`config.mk`:
```
export PLATFORM = sky130hd
export DESIGN_NAME = exec_issue_stage
export DESIGN_NICKNAME = d
export VERILOG_FILES = /design/src/rtl/exec_issue_stage.sv
export SDC_FILE = /design/constraint.sdc
export NUM_CORES = 1
export LEC_CHECK = 0
export ABC_AREA = 1
export ABC_CLOCK_PERIOD_IN_PS = 4700
export BUFFER_PORTS_ARGS = -buffer_cell sky130_fd_sc_hd__buf_2
export CELL_PAD_IN_SITES_DETAIL_PLACEMENT = 2
export CELL_PAD_IN_SITES_GLOBAL_PLACEMENT = 2
export CORE_MARGIN = 5
export CORE_UTILIZATION = 23
export CTS_CLUSTER_SIZE = 24
export DETAILED_ROUTE_END_ITERATION = 16
export PLACE_DENSITY_LB_ADDON = 0.3
export SYNTH_ARGS = -nofsm -noshare
export SYNTH_HDL_FRONTEND = slang
export SYNTH_SLANG_ARGS = --single-unit
```
`constraint.sdc`:
```
create_clock -name clk -period 4.7 [get_ports clk]
set_input_delay 1.41 -clock clk [delete_from_list [all_inputs] [get_ports clk]]
set_output_delay 1.41 -clock clk [all_outputs]
set_load 0.01 [all_outputs]
```
`src/rtl/exec_issue_stage.sv`:
```
// Issue stage: latches one operation, holds operands steady for a fixed-latency external ALU,
// then captures and holds the result until downstream accepts it.
module exec_issue_stage #(
   parameter int unsigned WIDTH      = 32,
   parameter int unsigned MUL_CYCLES = 4,
   parameter int unsigned DIV_CYCLES = 8
) (
   input  logic             clk,
   input  logic             rst,
   input  logic             in_valid,
   output logic             in_ready,
   input  logic [WIDTH-1:0] in_a,
   input  logic [WIDTH-1:0] in_b,
   input  logic [3:0]       in_sel,
   input  logic [4:0]       in_rd,
   output logic [WIDTH-1:0] alu_a,
   output logic [WIDTH-1:0] alu_b,
   output logic [3:0]       alu_sel,
   input  logic [WIDTH-1:0] alu_res,
   output logic             out_valid,
   input  logic             out_ready,
   output logic [WIDTH-1:0] out_res,
   output logic [4:0]       out_rd,
   output logic             out_zero,
   output logic             out_neg,
   output logic             out_divz,
   output logic             busy
);

   localparam logic [3:0] SelMul  = 4'd2;
   localparam logic [3:0] SelDiv  = 4'd3;
   localparam logic [3:0] MulLoad = 4'(MUL_CYCLES - 1);
   localparam logic [3:0] DivLoad = 4'(DIV_CYCLES - 1);

   if (MUL_CYCLES < 1 || MUL_CYCLES > 15) begin : g_bad_mul
      $error("MUL_CYCLES out of range 1..15");
   end
   if (DIV_CYCLES < 1 || DIV_CYCLES > 15) begin : g_bad_div
      $error("DIV_CYCLES out of range 1..15");
   end

   typedef enum logic [1:0] {
      StIdle = 2'd0,
      StExec = 2'd1,
      StHold = 2'd2
   } state_e;

   state_e           r_state;
   state_e           w_state_next;
   logic [3:0]       r_cnt;
   logic [WIDTH-1:0] r_alu_a;
   logic [WIDTH-1:0] r_alu_b;
   logic [3:0]       r_alu_sel;
   logic [4:0]       r_rd_pend;
   logic [WIDTH-1:0] r_out_res;
   logic [4:0]       r_out_rd;
   logic             r_out_zero;
   logic             r_out_neg;
   logic             r_out_divz;

   logic             w_accept;
   logic             w_capture;
   logic [3:0]       w_lat_m1;

   always_comb begin
      in_ready = 1'b0;
      unique case (r_state)
         StIdle:  in_ready = 1'b1;
         StExec:  in_ready = 1'b0;
         StHold:  in_ready = out_ready;
         default: in_ready = 1'b0;
      endcase
   end

   always_comb begin
      w_accept  = in_valid && in_ready;
      w_capture = (r_state == StExec) && (r_cnt == 4'd0);
      w_lat_m1  = 4'd0;
      if (in_sel == SelMul) begin
         w_lat_m1 = MulLoad;
      end else if (in_sel == SelDiv) begin
         w_lat_m1 = DivLoad;
      end
   end

   always_comb begin
      w_state_next = r_state;
      unique case (r_state)
         StIdle: begin
            if (w_accept) w_state_next = StExec;
         end
         StExec: begin
            if (r_cnt == 4'd0) w_state_next = StHold;
         end
         StHold: begin
            // A release may coincide with the next accept; go straight back to EXEC.
            if (out_ready) w_state_next = w_accept ? StExec : StIdle;
         end
         default: w_state_next = StIdle;
      endcase
   end

   always_ff @(posedge clk or posedge rst) begin
      if (rst) begin
         r_state <= StIdle;
      end else begin
         r_state <= w_state_next;
      end
   end

   always_ff @(posedge clk or posedge rst) begin
      if (rst) begin
         r_cnt     <= 4'd0;
         r_alu_a   <= '0;
         r_alu_b   <= '0;
         r_alu_sel <= 4'd0;
         r_rd_pend <= 5'd0;
      end else if (w_accept) begin
         r_cnt     <= w_lat_m1;
         r_alu_a   <= in_a;
         r_alu_b   <= in_b;
         r_alu_sel <= in_sel;
         r_rd_pend <= in_rd;
      end else if ((r_state == StExec) && (r_cnt != 4'd0)) begin
         r_cnt <= r_cnt - 4'd1;
      end
   end

   always_ff @(posedge clk or posedge rst) begin
      if (rst) begin
         r_out_res  <= '0;
         r_out_rd   <= 5'd0;
         r_out_zero <= 1'b0;
         r_out_neg  <= 1'b0;
         r_out_divz <= 1'b0;
      end else if (w_capture) begin
         r_out_res  <= alu_res;
         r_out_rd   <= r_rd_pend;
         r_out_zero <= (alu_res == '0);
         r_out_neg  <= alu_res[WIDTH-1];
         r_out_divz <= (r_alu_sel == SelDiv) && (r_alu_b == '0);
      end
   end

   assign alu_a     = r_alu_a;
   assign alu_b     = r_alu_b;
   assign alu_sel   = r_alu_sel;
   assign out_valid = (r_state == StHold);
   assign out_res   = r_out_res;
   assign out_rd    = r_out_rd;
   assign out_zero  = r_out_zero;
   assign out_neg   = r_out_neg;
   assign out_divz  = r_out_divz;
   assign busy      = (r_state != StIdle);

endmodule

```
======== Yosys cells after proc, flatten, opt, wreduce, memory -nomap -nowiden ========
Index checks and enable logic that the tools add are counted.
word-level totals
  bits in registers ....................... 119
  input bits .............................. 109
  logic and storage cells ................. 42
operators by class
  $add $sub $neg .......................... 1
  equality and inequality tests ........... 8
  muxes and demuxes ....................... 10
  reductions and logical operators ........ 12
operators by type and width
  cell                 number
  $logic_not 32->1     2
  $eq 4x2->1 const B   3
  $mux 4               2
  $mux 2               3
  $mux 3               2
  $pmux 2 s3           1
  $logic_and 1x1->1    4
  $logic_not 4->1      1
  $ne 2x2->1 const B   2
  $reduce_bool 2->1    2
  $reduce_bool 4->1    1
  $sub 4x1->4 const B  1
  $reduce_and 3->1     1
  $eq 2x1->1 const B   1
  $eq 2x2->1 const B   1
  $logic_not 2->1      1
  $ne 2x1->1 const B   1
  $pmux 1 s2           1
  $mux 1               1

======== Depth between registers and ports, before layout ========
  depth in word-level cells ............... 6
  depth in mapped cells ................... 9
  mapped depth without buffers ............ 8

======== Least setup slack after synthesis ========
No wires, ideal clock.
  kind .................................... input port to output port
  from .................................... input port out_ready
  to ...................................... output port in_ready
  data arrival time ....................... 1.657 ns
  slack ................................... 1.633 ns
  cell stages on the path ................. 2
  path buffers ............................ 0
  cells stage by stage .................... inv_1 a21oi_1
between the ends
  longest elaborated chain between the ends .. 1
RTL lines
  what             line  source
  start, declared  21    input logic out_ready,
  $pmux 1 s2       67    unique case (r_state)
  end, declared    11    output logic in_ready,
No other way between the ends.

======== Worst setup path in the final report ========
Same ends and word-level chain as after synthesis.

==> run summary <==
On the worst path, the slowest cell contributes a delay of 0.16 ns. The number of buffers and inverters on the critical path is 3. The routed via count is 4587.

The run finished with clean final reports. Once placement completed, the tool counted placed cells totaling 1058. The post-CTS resize count is 0, and the cell count of the worst reg-to-reg path is 6.

Setup violations remaining at the end of the flow were counted as 0. In this run the worst path has a maximum fanout of 3. Hold is met by 0.478 ns. Broken down by cell family, the worst path's largest delay share belongs to buffers and inverters. By instance count, the cell type seen most on the critical path is buf_2. Summing the sequential cell areas from Yosys gives 60.6% of the chip area. The final critical path takes up 69.4% of the cycle. The Yosys step of the flow raised 0 warnings. The worst hold path belongs to the class reg2reg. The core region area was 21000 sq um; the setup slack of the worst register-to-register path was 2.63 ns.

The number of synthesized register bits is 118, and the final design utilization is 32.3%. Number of cells on the worst hold path: 2. For this run, the top clock speed supported by timing is 307 MHz. The post-CTS setup repair buffer count is 0.

For this design the static power due to leakage is 3.84 nW. The endpoint kind of the worst setup timing path was an output port. The biggest area contributor in the post-synthesis netlist is dfrtp_1. TritonCTS built the clock tree. The signal on the critical path passes through buf_2 > inv_1 > a21oi_1 > buf_2. Setup repair after global routing left no endpoint under its margin. The final antenna-violating net count is 0, and the critical path required time is 3.29 ns. The residual overflow from global routing was 0. The clock tree synthesis step divided the H-tree into 4 levels. Cell count along the critical path: 4. Port buffering added 219 buffers.

At the pin with the least slew margin, the transition time is 0.947 ns. The tools report the number of global-route vias before repair as 5273. For the largest net degree at the start of global routing, the log shows 71.

The number of standard cells after synthesis is 584, and the sum of net half-perimeters after detailed placement is 12700 microns. The worst vdd rail ir drop is 0.237 mV, and the number of endpoints with negative hold slack in the final report is 0. The final net count came out at 912.

In the routed design, unresolved DRC markers number 0. The number of placement rows is 53. The number of maximum-capacitance constraint violations is 0. The run gives 0.41 ns as the clock latency on the worst-skew pair. The first global-routing pass estimated 27300 microns of wire. The ratio of cells with drive above 1 in the final layout is 32.0%, and the per-instance average area after synthesis is 8.34 sq um.

Synthesis produced a netlist with a net count of 694. For this design the ratio of total power to cell area is 707 nW/um^2. The synthesized design devotes to its leading area cell type 60.6% of total area. Max-slew headroom at the worst pin: 36.8%. The area growth from synthesis to layout is 38.8%. For the finished layout, the period the worst path requires is 3.26 ns.

The count of pins over their slew limit came out at 0. The horizontal extent of the die works out to 156 microns. The average detailed-routed wire length per instance is 15.5 microns.

The clock transition at the registers of the reported paths was 0.05 ns. The post-synthesis cell area was 4870 sq um. The overall global routing resource usage is 14.2%.

The critical path startpoint category is a primary input. For the final standard cell count with taps included and fillers excluded, the log shows 1092. The largest individual stage delay along the critical path comes from the cell a21oi_1. By area the synthesized netlist is led by dfrtp_1, nand2_1, o21ai_0. The tree is rooted in a clkbuf_16. CTS saw 118 sinks. Measured along the y axis, the die boundary spans 156 microns. The number of vias per cell after detailed routing was 4.20. The run gives 97 as the starting DRC count in detailed routing. Number of detailed-route iterations in the first pass: 4. The setup path with the least slack is of type in2out.

The number of clock buffers added by TritonCTS is 17. The placer's final routability congestion estimate was 0.743. The final total negative setup slack was 0 ns. Die footprint: 24200 sq um. The initial utilization of the core area, before any placement, comes to 23.3%. The number of buffers on the longest clock path was 2; the distinct cell type count after synthesis was 19. The tools report the post-cts hold buffer count as 0. The tools report the number of primary I/O pins as 220. Data on the critical path arrives at its endpoint at 1.85 ns. For the number of antenna violations at the first check in global routing, the log shows 4. For this block, the routed nets add up to 16900 microns of wire. The worst clock skew came out at 0.00527 ns.
==> flip-flops by register name, summed over array words and instances (netlist names), 2 cells and up <==
register	flops
alu_a	32
alu_b	32
alu_sel	4
out_rd	5
out_res	32
r_cnt	4
r_rd_pend	5
r_state	2
==> final timing paths <==
kind	from	endpoint
min	alu_a[11]	alu_a[11]
min reg2reg	alu_a[11]	alu_a[11]
max in group asynchronous	rst	out_res[25]
min in group asynchronous	rst	out_res[3]
max reg2reg	r_cnt[0]	out_res[5]
max	out_ready	in_ready
==> synth_stat cells <==
| cell type | n |
|---|---|
| buf_2 | 2 |
| buf_4 | 9 |
| buf_1 | 2 |
| nor3_1 | 3 |
| nand2_1 | 268 |
| buf_6 | 3 |
| a21oi_2 | 1 |
| nand3_1 | 5 |
| o21ai_1 | 10 |
| a21oi_1 | 3 |
| dfrtp_1 | 118 |
| clkbuf_1 | 9 |
| inv_2 | 2 |
| nand3_2 | 2 |
| nor2_1 | 47 |
| inv_1 | 54 |
| nor2_2 | 2 |
| ha_1 | 1 |
| o21ai_0 | 43 |
==> through the flow <==
stage               instance area, sq um  total power [mW]  setup WS [ns]
floorplan                           4870              2.81          0.161
global placement                    6210              3.52           1.49
detailed placement                  6210              3.65           1.42
CTS                                 6760              4.91           1.42
global route                        6760              5.20           1.37
finish                              6760              4.78           1.44
==> layout make-up <==
class	instances	area (sq um)
Fill cell	2498	14200
Sequential cell	118	2950
Multi-Input combinational cell	385	1560
Timing Repair Buffer	224	1150
Clock buffer	22	464
Tap cell	275	344
Inverter	56	213
Clock inverter	10	80.1
Antenna cell	2	5.00
==> tightest hold or removal path, delay by kind of cell (launching register included) <==
kind,cells,cell delay (ns)
flops,1,0.34
simple gates,2,0.10
==> layout by cell type (no fill, tap or decap), drive strengths merged <==
cell,instances
a21oi,4
buf,224
bufinv,1
clkbuf,22
clkinv,7
clkinvlp,2
dfrtp,118
diode,2
ha,1
inv,56
nand2,268
nand3,7
nor2,49
nor3,3
o21ai,53
==> per-layer routing <==
layer	routed length (microns)	share of wire (%)	track usage, %
met3	1590	9.4	6.21
met5	27	0.16	0
met4	200	1.2	4.29
met2	8140	48	23.7
met1	6940	41	16.6
==> cell families (layout without fill, tap and decap cells) <==
family	Yosys count	in the layout	share of synthesized area, %
AND/OR/NAND/NOR	327	327	25.8
flip-flops	118	118	60.6
buffers and inverters	81	312	7.45
AO/OA/AOI/OAI	57	57	5.93
adder cells (fa/ha/maj)	1	1	0.257
other	0	2	0
==> report_power, final <==
part           internal (mW)  switching, mW
registers               1.51          0.296
clock network          0.747          0.461
logic                  0.656           1.11
total                   2.91           1.87
(Power assumes the default switching activity.)
